### src/rtl/sensors_scanner.sv
// sensors_scanner: polls four height sensors over a 4-phase req/ack bus and publishes atomic frames
// Ports:
//   clk, rst_n          clock, asynchronous active-low reset
//   start, cont_mode    one-shot scan request / free-running scan enable
//   bus_sel, bus_req    selected sensor index and request to it
//   bus_ack, bus_data   sensor acknowledge and reading (valid while bus_ack=1)
//   sensor1..sensor4    last committed frame (0 = absent/faulty sensor)
//   frame_valid         one-cycle pulse when sensor1..4 and fault update
//   fault               bit i set when sensor i+1 timed out in the last frame
//   busy                high whenever a scan is in progress
module sensors_scanner #(
    parameter int TIMEOUT = 15,
    parameter int TW      = 4
) (
    input  logic       clk,
    input  logic       rst_n,
    input  logic       start,
    input  logic       cont_mode,
    output logic [1:0] bus_sel,
    output logic       bus_req,
    input  logic       bus_ack,
    input  logic [7:0] bus_data,
    output logic [7:0] sensor1,
    output logic [7:0] sensor2,
    output logic [7:0] sensor3,
    output logic [7:0] sensor4,
    output logic       frame_valid,
    output logic [3:0] fault,
    output logic       busy
);
    typedef enum logic [1:0] {IDLE, REQ, REL, DONE} state_t;

    localparam logic [TW-1:0] TMAX = TW'(TIMEOUT - 1);

    state_t        state_q, state_d;
    logic [1:0]    idx_q, idx_d;
    logic [TW-1:0] timer_q, timer_d;
    logic [7:0]    shadow_q [4];
    logic [7:0]    shadow_d [4];
    logic [3:0]    fault_sh_q, fault_sh_d;
    logic [7:0]    sensor_q [4];
    logic [7:0]    sensor_d [4];
    logic [3:0]    fault_q, fault_d;
    logic          frame_valid_q, frame_valid_d;

    always_ff @(posedge clk or negedge rst_n) begin
        if (!rst_n) begin
            state_q       <= IDLE;
            idx_q         <= 2'd0;
            timer_q       <= '0;
            shadow_q      <= '{default: '0};
            fault_sh_q    <= '0;
            sensor_q      <= '{default: '0};
            fault_q       <= '0;
            frame_valid_q <= 1'b0;
        end else begin
            state_q       <= state_d;
            idx_q         <= idx_d;
            timer_q       <= timer_d;
            shadow_q      <= shadow_d;
            fault_sh_q    <= fault_sh_d;
            sensor_q      <= sensor_d;
            fault_q       <= fault_d;
            frame_valid_q <= frame_valid_d;
        end
    end

    always_comb begin
        state_d       = state_q;
        idx_d         = idx_q;
        timer_d       = timer_q;
        shadow_d      = shadow_q;
        fault_sh_d    = fault_sh_q;
        sensor_d      = sensor_q;
        fault_d       = fault_q;
        frame_valid_d = 1'b0;
        case (state_q)
            IDLE: begin
                if (start || cont_mode) begin
                    state_d = REQ;
                    idx_d   = 2'd0;
                    timer_d = '0;
                end
            end
            REQ: begin
                // ack wins over a coinciding timeout; a timeout records the absent value 0
                if (bus_ack || timer_q == TMAX) begin
                    shadow_d[idx_q]   = bus_ack ? bus_data : 8'h00;
                    fault_sh_d[idx_q] = !bus_ack;
                    state_d           = REL;
                    timer_d           = '0;
                end else begin
                    timer_d = timer_q + TW'(1);
                end
            end
            REL: begin
                // a stuck-high ack flags the sensor but keeps the reading it gave
                if (!bus_ack || timer_q == TMAX) begin
                    if (bus_ack)
                        fault_sh_d[idx_q] = 1'b1;
                    timer_d = '0;
                    if (idx_q == 2'd3) begin
                        state_d = DONE;
                    end else begin
                        idx_d   = idx_q + 2'd1;
                        state_d = REQ;
                    end
                end else begin
                    timer_d = timer_q + TW'(1);
                end
            end
            DONE: begin
                sensor_d      = shadow_q;
                fault_d       = fault_sh_q;
                frame_valid_d = 1'b1;
                state_d       = cont_mode ? REQ : IDLE;
                idx_d         = 2'd0;
                timer_d       = '0;
            end
            default: state_d = IDLE;
        endcase
    end

    // decoded from the state flop so an asynchronous reset drops the request at once
    assign bus_req     = (state_q == REQ);
    assign bus_sel     = idx_q;
    assign busy        = (state_q != IDLE);
    assign sensor1     = sensor_q[0];
    assign sensor2     = sensor_q[1];
    assign sensor3     = sensor_q[2];
    assign sensor4     = sensor_q[3];
    assign fault       = fault_q;
    assign frame_valid = frame_valid_q;
endmodule
### config.mk
export PLATFORM = sky130hd
export DESIGN_NAME = sensors_scanner
export DESIGN_NICKNAME = d
export VERILOG_FILES = /design/src/rtl/sensors_scanner.sv
export SDC_FILE = /design/constraint.sdc
export NUM_CORES = 1
export LEC_CHECK = 0
export BUFFER_PORTS_ARGS = -buffer_cell sky130_fd_sc_hd__buf_2
export CAP_MARGIN = 20
export CORE_UTILIZATION = 40
export CTS_CLUSTER_DIAMETER = 50
export CTS_CLUSTER_SIZE = 25
export DETAILED_ROUTE_END_ITERATION = 16
export PLACE_DENSITY = 0.57
export SETUP_SLACK_MARGIN = 0.05
export SKIP_LAST_GASP = 1
export SLEW_MARGIN = 20
export SYNTH_ARGS = -nofsm -noshare
export SYNTH_HDL_FRONTEND = slang
export SYNTH_SLANG_ARGS = --single-unit
### constraint.sdc
create_clock -name clk -period 4.6 [get_ports clk]
set_clock_uncertainty 0.1 [all_clocks]
set_input_delay 0.69 -clock clk [delete_from_list [all_inputs] [get_ports clk]]
set_output_delay 0.69 -clock clk [all_outputs]
set_load 0.05 [all_outputs]
Word-level counts from Yosys, hierarchy flattened

Cells that the tools add are included.

Flip-flop bits (word level): 81

Multiplexer cells: 26
Bitwise logic cells: 2
Reduce and logical (&&, ||, !) cells: 14
Order comparisons: 4
$add $sub $neg: 2
Eq/ne operators: 10

Operators with widths:

| kind                                                       | count |
|---|---|
| bitwise mux 32 bit                                         | 1 |
| 2-to-1 mux 4 bit                                           | 6 |
| demux 8 bit (select 2 bit)                                 | 1 |
| 2-to-1 mux 8 bit                                           | 2 |
| case mux 4 bit (4 select lines)                            | 1 |
| 2-to-1 mux 2 bit                                           | 7 |
| inequality test 2 bit, second input constant               | 4 |
| case mux 2 bit (4 select lines)                            | 1 |
| case mux 4 bit (2 select lines)                            | 1 |
| AND reduction 4 bit                                        | 2 |
| equality test 2 bit, second input constant                 | 3 |
| case mux 2 bit (3 select lines)                            | 1 |
| adder 4 x 1 -> 4 bit, second input constant                | 1 |
| bitwise mux 4 bit                                          | 1 |
| equality test 4 bit, second input constant                 | 1 |
| OR 4 bit                                                   | 1 |
| nonzero test 2 bit                                         | 2 |
| greater-or-equal comparator 3 bit, second input constant   | 1 |
| logical OR 1 bit                                           | 3 |
| less-than comparator 2 x 3 -> 1 bit, second input constant | 1 |
| less-than comparator 3 x 1 -> 1 bit, second input constant | 1 |
| 2-to-1 mux 1 bit                                           | 3 |
| NOT 2 -> 3 bit                                             | 1 |
| AND reduction 3 bit                                        | 1 |
| other kinds (10)                                           | 11 |

Depth between registers and ports, before layout

Gate-level depths: netlist (run 1).

Word-level depth: 8
Gate-level depth with buffers: 7
Gate-level depth less buffers: 5

Worst setup path before layout (run 1)

OpenSTA, ideal clock, no wires.

Kind: register to register
From: register state_q[1]
To: register fault_sh_q[1]
Clock period less this slack: 2.038 ns
Buffers on the path: 2
Library setup time: 0.125 ns
Arrival time: 1.813 ns
Slack: 2.562 ns
Cell stages (with the launch flop): 8
Path through: dfrtp_1 inv_1 ha_1 buf_2 and3_1 buf_2 o21bai_1 a21oi_1

Word-level cells in the longest chain between the ends: 3
Elaborated cells on any way between the ends: 8

RTL lines:

| item                                                                                  | line | text |
|---|---|---|
| start: declaration                                                                    | 35   | `state_t state_q, state_d;` |
| start signal: assignment                                                              | 57   | `state_q <= state_d;` |
| equality test 2 x 1 -> 1 bit *                                                        | -    |  |
| named net bus_req                                                                     | 20   | `output logic bus_req,` |
| inequality test 2 x 1 -> 1 bit (no line) / nonzero test 2 bit (equally long branches) | -    |  |
| AND reduction 4 bit (no line)                                                         | -    |  |
| end signal: assignment                                                                | 61   | `fault_sh_q <= fault_sh_d;` |
| end: declaration                                                                      | 40   | `logic [3:0] fault_sh_q, fault_sh_d;` |

Mark *: on every way through the listed nets, which the timed path passes. The rest lies on a longest branch.
A chain may end at the register's enable or synchronous reset.

Worst setup path after layout (run 1)

From: register state_q[1]
To: output port bus_req

Word-level cells in the longest chain between the ends: 1

RTL lines:

| item                         | line | text |
|---|---|---|
| equality test 2 x 1 -> 1 bit | 125  | `assign bus_req = (state_q == REQ);` |
| end: declaration             | 20   |  |

No other way between the ends.

==> out/qor.yml, run 1 <==
outcome:
  run_status: "finished clean"
global_routing:
  antenna_found_initial: 0
  grt_overflow: 0
  grt_pass1_wl_um: 11600
  grt_pass1_vias: 2158
  grtUsageTotal_pct: 17.8
  grt_max_degree: 82
die:
  placementRows: 33
  initial_core_util_pct: 41.0
  core_mm2: 0.00818
  die_h_um: 93.5
  die_w_um: 93.5
  die_area_mm2: 0.00874
  io_pins: 54
placed_design:
  portBuffers: 53
  dp.cells: 387
  hpwl_um: 4670
  gp_congestion: 0.765
sta:
  hold_viol_final: 0
  fin_crit_ps: 2500
  slew_headroom_pct: 51.2
  min_period_over_period_pct: 54.3
  tightest_slew_ps: 732
  setup_viol: 0
  fmax_ghz: 0.400
  tns_ps: 0
  drv_slew: 0
  rsz0062_at_grt: "no"
cells_and_area:
  layout-drive-gt1-share_pct: 38.5
  antenna_cells: 0
  finalNonFillerCells: 404
  nFillCells: 767
  syn_to_final_growth_pct: 17.2
  nets: 318
cts:
  cts_tree: "built"
  clockBufferDepth: 2
  cts_hold_buf: 0
  cts_root_buffer: "clkbuf_8"
  h-tree-depth: 3
  cts_resized: 0
  cts_buffers: 9
  cts.sinks: 81
  post_cts_buffers: 0
  clk_latency_ps: 350
  cts.reportedPaths.clkPinSlew_ps: 80
power:
  vdd_drop_max_mv: 0.237
  power.density_cell_area_mw_per_mm2: 686
  cellLeakagePower_uw: 0.00198
synth:
  synth_common_cells: "81 x dfrtp_1, 36 x mux2_2, 32 x a22o_1, 11 x ha_1, 10 x inv_1"
  synth_top_area_cell: "dfrtp_1"
  synthCells: 238
  synthFlopType: "dfrtp_1"
  synthTopCellsByArea: "dfrtp_1 61%, mux2_2 12%, a22o_1 8.4%"
  synth.top_cell.area_share_pct: 60.5
  synthArstFlopShare_pct: 100
  synth_warnings: 0
  syn_area_per_cell_um2: 14.1
  yosysUniqueCellTypes: 33
  yosysMostFrequentCell: "dfrtp_1"
  synth_fp_nets: 262
  ys_seq_area_share_pct: 60.5
  ys_seq_elements: 81
  netlist_area_mm2: 0.00335
  synth_edf_count: 0
routing:
  wl_per_cell_um: 17.4
  wirelength_um: 7030
  drc: 0
  drt-pass1-iter-count: 4
  drtAntennaViolNets: 0
  avgViaCountPerCell: 5.35
  drt_iter0_drc: 93
  num_vias: 2163
critical_path:
  end_kind: "output port"
  arrival_ps: 1710
  cp-start-kind: "flip-flop"
  slowest_stage: "ha_1"
  path_class: "reg2out"
  cp.required_ps: 3810
  slowest_delay_ps: 440
  crit_fanout: 15
  cp_cell_sequence: "inv_1 > ha_1 > buf_2"
flow_run:
  drv_cap: 0
hold_path:
  hp-class: "in2async"
## cell type report
type	count	area [um2]	area share, %
tap	105	131	3.35
clock inverter	7	76.3	1.95
timing repair buffer	56	303	7.72
sequential	81	2030	51.7
clock buffer	9	124	3.16
inverter	10	37.5	0.957
multi-input combinational	136	1220	31.2
## where the power goes
part | switching (uW) | internal [uW]
clock network | 271 | 254
logic | 723 | 403
registers | 126 | 915
total | 1120 | 1570
## worst max-delay path: cells and delay by family, from the launching register on
family,cells,cell delay [ps]
fa+ha+maj,1,440
flops,1,430
buf+inv,2,480
## path summary, 6_finish.rpt
kind                                     end  cells after the start    startpoint  slack [ps]
min in group clk                shadow_q[19]                      1  shadow_q[19]         400
worst min register to register  shadow_q[19]                      1  shadow_q[19]         400
worst max-delay path                 bus_req                      3    state_q[1]        2100
max in group asynchronous         sensor3[2]                      2         rst_n        3590
worst max register to register    sensor4[6]                      3    state_q[1]        2460
worst min-delay path              sensor3[5]                      1         rst_n         210
## sequential cells by signal, summed over array words and instances (netlist names), 2 cells and up
register    count
fault           4
sensor2         8
sensor4         8
state_q         2
bus_sel         2
fault_sh_q      4
shadow_q       32
sensor3         8
sensor1         8
timer_q         4
## metrics by stage
stage | worst slack, ps | utilization, % | hold slack, ps | power (uW) | instance area (um2)
4_1_cts | 2090 | 47.7 | 404 | 2720 | 3900
6_report | 2100 | 48.0 | 209 | 2690 | 3920
3_5_place_dp | 2430 | 45.3 | 378 | 2190 | 3700
2_1_floorplan | 2560 | - | 294 | 1920 | 3350
3_3_place_gp | 2490 | 45.3 | 377 | 2160 | 3700
5_1_grt | 1980 | 48.0 | 249 | 2850 | 3920
## layer usage
| layer | track usage (%) | wire (um) | vias to the layer above |
|---|---|---|---|
| met4 | 8.59 | 123 | 0 |
| li1 | - | - | 1005 |
| met1 | 25.5 | 3470 | 1102 |
| met5 | 0 | 0 | - |
| met2 | 26.1 | 3230 | 45 |
| met3 | 3.01 | 201 | 11 |
## cell families (layout without fill, tap and decap cells)
logic type | after synthesis | count (layout) | share of synthesized area [%]
simple gates | 24 | 24 | 4.33
buf+inv | 21 | 82 | 2.91
fa+ha+maj | 11 | 11 | 4.11
mux | 37 | 37 | 12.6
compound gates | 64 | 64 | 15.5
flops | 81 | 81 | 60.5
## placed cells by master, fill, tap and decap left out, drive strengths merged, types with 4 or more instances in the layout
master and n:
a21oi 7, a22o 32, a31oi 4, and3 5
buf 56, clkbuf 9, dfrtp 81, ha 11
inv 12, mux2 37, nand2 4, nand3 7
o21bai 4
Note: power is estimated with default switching activity, not from simulation.
==> inputs of run 2 (changes only) <==
Clock period 4.6 ns to 2.61 ns, I/O delays scaled along.
==> run 2 against run 1 <==
  * Cell count rose by 0.25%
  * Clock-buffer cell count rose by 1
  * Critical path depth did not move
==> out/qor.yml, run 2 (synthesized netlist as in run 1, its figures left out) <==
routing:
  wl_per_cell_um: 16.6  # -4.7%
  num_vias: 2180  # +0.79%
  drtAntennaViolNets: 0  # unchanged
  drt_iter0_drc: 83  # -11%
  wirelength_um: 6710  # -4.5%
  avgViaCountPerCell: 5.38  # +0.54%
  drt-pass1-iter-count: 4  # unchanged
  drc: 0  # unchanged
critical_path:
  r2r_cells: 5  # +2
  cp.required_ps: 2120  # -1690 ps
  critical_path.startpoint: "state_q[1]"
  arrival_ps: 1760  # +50 ps
  r2r_slack_ps: 610  # -1850 ps
  crit_end: "bus_req"
  crit_fanout: 15  # unchanged
  crit_buf_inv: 2  # unchanged
  critical-path-top-delay-family: "buffers and inverters"
  path_class: "reg2out"
  timing.rr.end: "fault_sh_q[0]"
  slowest_delay_ps: 470  # +30 ps
  slowest_stage: "ha_1"
  critical_path_depth: 3  # unchanged
  rr_startpoint: "state_q[1]"
  end_kind: "output port"
  cp_cell_sequence: "inv_1 > ha_1 > buf_2"
  cp-start-kind: "flip-flop"
global_routing:
  grt_max_degree: 47  # -43%
  grt_pass1_vias: 2124  # -1.6%
  grt_overflow: 0  # unchanged
  grt_pass1_wl_um: 11100  # -4.2%
  antenna_found_initial: 0  # unchanged
  grtUsageTotal_pct: 17.0  # -0.82 points
cts:
  clockBufferDepth: 2  # unchanged
  cts_root_buffer: "clkbuf_8"
  h-tree-depth: 3  # unchanged
  cts.sinks: 81  # unchanged
  cts_buffers: 9  # unchanged
  cts_resized: 0  # unchanged
  clk_latency_ps: 350  # about the same
  cts.reportedPaths.clkPinSlew_ps: 90  # about the same
  cts_tree: "built"
die:
  core_mm2: 0.00818  # unchanged
  die_area_mm2: 0.00874  # unchanged
  die_h_um: 93.5  # unchanged
  die_w_um: 93.5  # unchanged
  placementRows: 33  # unchanged
  initial_core_util_pct: 41.0  # unchanged
  io_pins: 54  # unchanged
sta:
  fmax_ghz: 0.444
  min_period_over_period_pct: 86.3
  tns_ps: 0  # unchanged
  tightest_slew_ps: 598  # -135 ps
  drv_slew: 0  # unchanged
  setup_viol: 0  # unchanged
  fin_crit_ps: 2250
  rsz0062_at_grt: "no"
  slew_headroom_pct: 60.2  # +9.0 points
  hold_viol_final: 0  # unchanged
power:
  vdd_drop_max_mv: 0.374  # +58%
  power.density_cell_area_mw_per_mm2: 1190  # +74%
  cellLeakagePower_uw: 0.00199  # +0.43%
hold_path:
  hp-class: "in2reg"
cells_and_area:
  final_util_pct: 48.0  # about the same
  layout_commonest_cell: "dfrtp_1"
  final_cell_mix: "81 x dfrtp_1, 52 x buf_2, 36 x mux2_2"
  largest_reg_flops: 32  # unchanged
  multi_input_area_mm2: 0.00122  # unchanged
  regMostFlops: "shadow_q"
  layout-drive-gt1-share_pct: 38.0  # -0.46 points
  nFillCells: 729  # -5.0%
  antenna_cells: 0  # unchanged
  nets: 319  # +0.31%
  regArea_mm2: 0.00203  # unchanged
  syn_to_final_growth_pct: 17.3  # about the same
flow_run:
  drv_cap: 0  # unchanged
placed_design:
  hpwl_um: 4670  # about the same
  portBuffers: 53  # unchanged
  gp_congestion: 0.792  # +3.6%
outcome:
  run_status: "finished clean"
-- run 2: worst reg2reg max path, delay by kind of cell, from the launching register on --
kind                     cells  cell delay (ps)
flip-flops                   1              440
adder cells (fa/ha/maj)      1              470
AO/OA/AOI/OAI                2              250
AND/OR/NAND/NOR              1              470
buffers and inverters        1              140
-- run 2: worst min-delay path by stage --
stage                     start      endpoint  depth (start not counted)
global route        bus_data[3]   shadow_q[3]                          2
finish              bus_data[3]   shadow_q[3]                          2
global placement          rst_n    sensor3[0]                          1
CTS                 bus_data[7]  shadow_q[23]                          2
floorplan                 rst_n    bus_sel[0]                          0
detailed placement        rst_n    sensor3[0]                          1
-- run 2: where the power goes --
part           total, uW  internal, uW  switching [uW]
sequential          1840          1610             224
clock                899           446             453
combinational       1950           703            1250
total               4690          2760            1930
-- run 2: metal layers --
layer	part of all wire, %	vias up	track usage, %
met5	0	-	0
met4	0.54	0	6.15
met3	4.6	4	3.17
met2	47	59	26.4
met1	48	1116	23.7
li1	-	1001	-
-- run 2: what timing repair did --
action,in CTS,in global routing
endpoints found under the hold margin,45,0
endpoints found under the setup margin,0,0
hold buffers,1,0
setup buffers,0,0
-- run 2: final cells by class --
cell class,instances,area share [%]
flip-flops and latches,81,51.6
multi-input cells,136,31.2
repair buffers,57,7.97
well taps,105,3.35
clock buffers,10,3.25
clock inverters,6,1.69
inverters,10,0.956
-- run 2: metrics by stage --
stage               setup WS [ps]  hold WS (ps)  cell area [um2]  total power [uW]  instances
global placement              723           343             3720              3810        388
detailed placement            658           345             3720              3840        388
global route                  217           243             3930              4980        405
floorplan                     572         -4.09             3350              3390        238
CTS                           351           232             3930              4740        405
finish                        357           240             3930              4690        405
